File: src/rtl/dct_mac_seq.sv
// Sequential 13x23 DCT multiply-accumulate for log-mel to cepstrum.
// One MAC per cycle; 25 cycles per output coefficient.
module dct_mac_seq (
   input  logic        clk,
   input  logic        rst_n,
   input  logic        start,
   output logic        reg_wr,
   output logic [4:0]  reg_addr,
   input  logic [15:0] reg_data,
   output logic [8:0]  coef_addr,
   input  logic [15:0] coef_in,
   output logic [15:0] cep_out,
   output logic [3:0]  cep_idx,
   output logic        cep_valid,
   output logic        busy,
   output logic        done
);

   localparam logic [2:0] S_IDLE   = 3'd0;
   localparam logic [2:0] S_ISSUE  = 3'd1;
   localparam logic [2:0] S_DRAIN  = 3'd2;
   localparam logic [2:0] S_OUTPUT = 3'd3;
   localparam logic [2:0] S_FINISH = 3'd4;

   logic [2:0]         state;
   logic [3:0]         k;
   logic [4:0]         n;
   logic               acc_en;
   logic signed [36:0] acc;
   logic signed [31:0] prod;
   logic signed [36:0] sh;
   logic [15:0]        sat;

   assign reg_wr = 1'b0;
   assign busy   = (state != S_IDLE);

   always_comb begin
      prod = $signed(reg_data) * $signed(coef_in);
      sh   = acc >>> 14;
      if (sh > 37'sd32767)
         sat = 16'h7fff;
      else if (sh < -37'sd32768)
         sat = 16'h8000;
      else
         sat = sh[15:0];
   end

   // acc_en marks the cycle whose reg_data/coef_in answer an ISSUE address
   always_ff @(posedge clk or negedge rst_n) begin
      if (!rst_n) begin
         state     <= S_IDLE;
         k         <= '0;
         n         <= '0;
         acc_en    <= 1'b0;
         acc       <= '0;
         reg_addr  <= '0;
         coef_addr <= '0;
         cep_out   <= '0;
         cep_idx   <= '0;
         cep_valid <= 1'b0;
         done      <= 1'b0;
      end else begin
         cep_valid <= 1'b0;
         done      <= 1'b0;
         acc_en    <= (state == S_ISSUE);
         if (acc_en)
            acc <= acc + {{5{prod[31]}}, prod};
         case (state)
            S_IDLE: begin
               if (start) begin
                  state     <= S_ISSUE;
                  k         <= '0;
                  n         <= '0;
                  reg_addr  <= '0;
                  coef_addr <= '0;
                  acc       <= '0;
               end
            end
            S_ISSUE: begin
               if (n == 5'd22) begin
                  state <= S_DRAIN;
               end else begin
                  n         <= n + 5'd1;
                  reg_addr  <= n + 5'd1;
                  coef_addr <= coef_addr + 9'd1;
               end
            end
            S_DRAIN: state <= S_OUTPUT;
            S_OUTPUT: begin
               cep_valid <= 1'b1;
               cep_out   <= sat;
               cep_idx   <= k;
               acc       <= '0;
               n         <= '0;
               reg_addr  <= '0;
               if (k == 4'd12) begin
                  state     <= S_FINISH;
                  coef_addr <= '0;
               end else begin
                  state     <= S_ISSUE;
                  k         <= k + 4'd1;
                  coef_addr <= coef_addr + 9'd1;
               end
            end
            S_FINISH: begin
               done  <= 1'b1;
               state <= S_IDLE;
               k     <= '0;
            end
            default: state <= S_IDLE;
         endcase
      end
   end

endmodule

File: config.mk
export PLATFORM = sky130hd
export DESIGN_NAME = dct_mac_seq
export DESIGN_NICKNAME = d
export VERILOG_FILES = /design/src/rtl/dct_mac_seq.sv
export SDC_FILE = /design/constraint.sdc
export NUM_CORES = 1
export LEC_CHECK = 0
export ABC_AREA = 1
export BUFFER_PORTS_ARGS = -buffer_cell sky130_fd_sc_hd__buf_2
export CAP_MARGIN = 30
export CELL_PAD_IN_SITES_DETAIL_PLACEMENT = 0
export CELL_PAD_IN_SITES_GLOBAL_PLACEMENT = 2
export CORE_ASPECT_RATIO = 1.5
export CORE_MARGIN = 2
export CORE_UTILIZATION = 24
export DETAILED_ROUTE_END_ITERATION = 10
export PLACE_DENSITY_LB_ADDON = 0.1
export SETUP_SLACK_MARGIN = 0.5
export SLEW_MARGIN = 40
export SYNTH_ARGS = -nofsm -noshare
export SYNTH_HDL_FRONTEND = slang
export SYNTH_SLANG_ARGS = --single-unit
File: constraint.sdc
create_clock -name clk -period 4.15 [get_ports clk]
set_clock_uncertainty 0.05 [all_clocks]
set_input_delay 0.6225 -clock clk [delete_from_list [all_inputs] [get_ports clk]]
set_output_delay 0.6225 -clock clk [all_outputs]
set_load 0.05 [all_outputs]
=== Word level (Yosys, flattened, before mapping) ===
Cells that the tools add are included.

* Order comparisons: 2
* Mux-type cells: 21
* Eq/ne operators: 10
* Reduce and logical (&&, ||, !) cells: 7
* $add $sub $neg: 4
* Multipliers: 1

{| class="wikitable"
|+ Operators with widths
! kind !! number
|-
| $mux 37 || 2
|-
| $pmux 37 s2 || 1
|-
| $add 37x37->37 || 1
|-
| $mul 16x16->32 || 1
|-
| $mux 16 || 2
|-
| $mux 9 || 3
|-
| $pmux 9 s3 || 1
|-
| $gt 23x16->1 const B || 1
|-
| $lt 23x16->1 const B || 1
|-
| $pmux 5 s3 || 1
|-
| $pmux 3 s4 || 1
|-
| $pmux 4 s3 || 1
|-
| $mux 5 || 2
|-
| $add 9x1->9 const B || 1
|-
| $mux 3 || 3
|-
| $reduce_bool 3->1 || 3
|-
| $mux 4 || 2
|-
| $eq 3x2->1 const B || 2
|-
| $ne 2x2->1 const B || 3
|-
| $reduce_and 3->1 || 2
|-
| $add 5x1->5 const B || 1
|-
| $eq 5x5->1 const B || 1
|-
| $add 4x1->4 const B || 1
|-
| $eq 4x4->1 const B || 1
|-
| other kinds (6) || 7
|}

* Bits in registers: 81
* Logic and storage cells: 55
* Input port bits: 35
* Output and inout bits: 38

=== Depth between registers and ports, before layout ===
* Depth after elaboration: 5
* Depth in mapped cells: 44
* Mapped depth without buffers: 42

=== Least setup slack after synthesis ===
No wires, ideal clock.

* Kind: input -> register
* Start point: input port reg_data[5]
* End point: register acc[34]
* Path buffers: 2
* Arrival time: 7.158 ns
* Required time: 3.980 ns
* Slack: -3.178 ns
* Stages on the path: 37
* Setup time: 0.120 ns
* Cell sequence: clkbuf_1 clkbuf_1 nand2_1 fa_1 inv_1 fa_1 inv_1 fa_1 inv_1 fa_1 fa_1 inv_1 fa_1 inv_1 ha_1 nand2_1 inv_1 nand2_1 inv_1 nand2_1 nand3_1 a21oi_1 o21bai_2 nand3_1 nand2_1 xor2_1 inv_1 ha_1 nand2_1 nor2_1 inv_1 nor3_1 nand4_1 nand3_1 nor2_1 o21ai_0 inv_1

* Cells in the longest elaborated chain, start to end: 5

{| class="wikitable"
|+ RTL lines
! what !! line !! text
|-
| start: declaration || 9 || <nowiki>input logic [15:0] reg_data,</nowiki>
|-
| $mul 16x16->32 (*) || 38 || <nowiki>prod = $signed(reg_data) * $signed(coef_in);</nowiki>
|-
| $add 37x37->37 (*) || 67 || <nowiki>acc <= acc + {{5{prod[31]}}, prod};</nowiki>
|-
| $mux 37 (*) || 66 || <nowiki>if (acc_en)</nowiki>
|-
| $mux 37 || 70 || <nowiki>if (start) begin</nowiki>
|-
| $pmux 37 s2 (*) || 68 || <nowiki>case (state)</nowiki>
|-
| end signal: assignment || 67 ||
|-
| end: declaration || 29 || <nowiki>logic signed [36:0] acc;</nowiki>
|}

Mark *: on every way between the ends. The rest lies on a longest branch, timed or not.
A chain may end at the register's enable or synchronous reset.

=== Final worst setup path ===
* Start point: input port coef_in[15]
* End point: register acc[35]

* Cells in the longest elaborated chain, start to end: 5

{| class="wikitable"
|+ RTL lines
! what !! line !! text
|-
| start: declaration || 11 || <nowiki>input logic [15:0] coef_in,</nowiki>
|-
| $mul 16x16->32 (*) || 38 ||
|-
| $add 37x37->37 (*) || 67 ||
|-
| $mux 37 (*) || 66 ||
|-
| $mux 37 || 70 ||
|-
| $pmux 37 s2 (*) || 68 ||
|}

Marks and branches as above.

==> reports/results.ini <==
[cells_and_area]
n_antenna_cell = 0
register_area_um2 = 2030
multi_input_area_um2 = 14700
drive_gt1_frac = 0.370
fill_cells = 7149
fin_util = 0.363
nets = 3096
syn_to_final_growth_pct = 49.8
stdcell_count = 3572

[drt]
ant_nets = 0
drtIter0Drc = 376
totalWireLength_mm = 58.9
routedWlPerCell_um = 16.5
drc = 0
via_per_inst = 4.19
first_pass_iters = 5
num_vias = 15000

[floorplanning]
initial_core_util = 0.242
io_pins = 73
die_w_um = 218
die_h_um = 324
rows = 117
die_area_um2 = 70600
core_area_um2 = 67800

[sta]
period_minus_slack_ps = 7050
max-slew-margin-rel = 0.452
drv_slew = 0
finalHoldViolCount = 0
setup_viol = 32
rsz0062_at_grt = true
timing.final.ws_setup_ps = -2900
worst_pin_slew_ps = 821
clock.fmax_mhz = 142
timing.final.crit_share = 1.70

[synth]
synthCells = 2259
ys_ff_latch = 81
synthSimpleGateAreaFrac = 0.207
yosys_warnings = 0
synth-adder-area-share = 0.414
synthTopCellsByCount = 608 x inv_1, 535 x nand2_1, 263 x fa_1, 183 x nor2_1, 123 x ha_1
synth_most_common_cell = inv_1
synth_top_area_share = 0.320
syn_area_per_cell_um2 = 7.27
synth_cell_types = 50
synth_top_family_by_area = adder cells
synth_nets = 2680
ys_async_sr_fraction = 1.00
ys.flop_type = dfrtp_1
synth_edf_count = 0
synth_area_um2 = 16400
synth_top_area_cell = fa_1
synth_xor_area_frac = 0.0192
ys_seq_area_frac = 0.123
muxShareOfSynthArea = 0
yosys-top-cells-area = fa_1 32%, inv_1 14%, dfrtp_1 12%
synth_compound_area_frac = 0.0781

[setup_path]
crit_fanout = 5
crit_required_ps = 4360
r2r_start = acc[0]$_DFF_PN0_
slowest_stage = fa_1
cp.arrival_ps = 7260
crit_type = in -> reg
slowest_delay_ps = 540
r2r_slack_ps = 1670
cp-startpoint = coef_in[15]
worstSetupStartpointType = input port
crit_path_end_kind = flip-flop

[clocking]
insertion_delay_ps = 370
cts_sinks = 81
cts_buffers = 9
clockBufferDepth = 2
clkTransAtPathRegs_ps = 70
clockRootBuffer = clkbuf_16
cts_tree = built
htreeDepth = 3

[outcome]
status = complete, but fails checks
violations = negative setup slack

[flow_run]
cap_violations = 0

[grt]
grt_max_degree = 41
grt_pass1_wl_mm = 93.9
globalRouteTotalUtil = 0.173
grt_overflow_total = 0
antenna_found_initial = 0
grt_pass1_vias = 16400

[place]
io_buffers = 71
dp_hpwl_mm = 50.9
dp_slack_ps = -3920
dp.cells = 3477
gp_congestion = 0.854

[worst_hold_path]
hp-class = in -> async

## cell usage in the layout (no fill, tap or decap), types with 8 or more instances in the layout
cell type / count
o21ai_0: 44
inv_1: 540
nor2_4: 34
a21oi_4: 21
o21ai_1: 24
ha_4: 61
nand2_4: 39
buf_12: 20
fa_1: 240
nor2_1: 125
a21oi_2: 31
nand2_2: 65
o21ai_2: 14
nand2_1: 429
xor2_1: 11
xor2_2: 9
buf_4: 317
nor3_1: 8
buf_8: 10
o211ai_1: 11
buf_2: 46
inv_2: 69
clkbuf_16: 9
ha_1: 58
dfrtp_1: 80
a21oi_1: 29
fa_2: 23
nand3_2: 17
nand3_1: 40
nor2_2: 30
buf_6: 82
nand4_1: 21
## layout make-up
type / instances / share of cell area
clock buffer: 9 / 0.00915
clock inverter: 7 / 0.00310
inverter: 614 / 0.0944
multi-input combinational: 1489 / 0.595
sequential: 81 / 0.0824
tap: 892 / 0.0453
timing repair buffer: 480 / 0.170
## critical path, delay by kind of cell
family / cells / cell delay (ps)
AOI/OAI and AO/OA: 2 / 380
buffers and inverters: 9 / 680
and+or+nand+nor: 14 / 1760
adders and majority gates: 8 / 3620
xor gates and xnor gates: 1 / 170
## cell families after synthesis
family                   Yosys count
flip-flops                        81
buffers and inverters            689
XOR/XNOR                          36
adder cells (fa/ha/maj)          386
AO/OA/AOI/OAI                    225
AND/OR/NAND/NOR                  841
other                              1
## timing repair
| item | in CTS | in global routing |
|---|---|---|
| gates cloned | 3 | 1 |
| endpoints found under the setup margin | 33 | 33 |
| resized for setup | 410 | 222 |
| pin swaps | 176 | 157 |
| buffers inserted | 45 | 30 |
| hold buffers | 0 | 0 |
| hold endpoints to repair | 0 | 0 |
## registers in the layout, summed over array words and instances, names as in the netlist
register	flops
n	5
state	3
cep_valid	1
done	1
acc_en	1
coef_addr	9
acc	37
cep_out	16
cep_idx	4
k	4
## path summary, 6_finish.rpt
path / end / depth (start not counted)
worst min-delay path: coef_addr[4]$_DFFE_PN0P_ / 1
max in group asynchronous: cep_out[0]$_DFFE_PN0P_ / 2
worst max-delay path: acc[35]$_DFF_PN0_ / 34
min in group clk: cep_idx[3]$_DFFE_PN0P_ / 2
worst min register to register: cep_idx[3]$_DFFE_PN0P_ / 2
worst max register to register: acc[26]$_DFF_PN0_ / 14
## through the flow
stage | hold slack [ps] | TNS [ps] | cell area, um2
final | 151 | -72300 | 24600
after global routing | 161 | -79980 | 24600
after floorplan | 277 | -64380 | 17600
after detailed placement | 426 | -99360 | 21000
after global placement | 421 | -100190 | 21000
after CTS | 149 | -73260 | 23500
## metal layers
layer / share of wire / vias to the layer above / track usage / wire length [um]
met3: 0.011 / 47 / 0.00946 / 624
met2: 0.61 / 120 / 0.362 / 35700
li1: - / 7468 / - / -
met4: 0.019 / 0 / 0.0362 / 1100
met1: 0.36 / 7331 / 0.185 / 21500
met5: 0 / - / 0 / 0
Power is left out: the tool's default activity adds up to more than one toggle a clock period on the data nets, which glitch-free logic cannot reach.
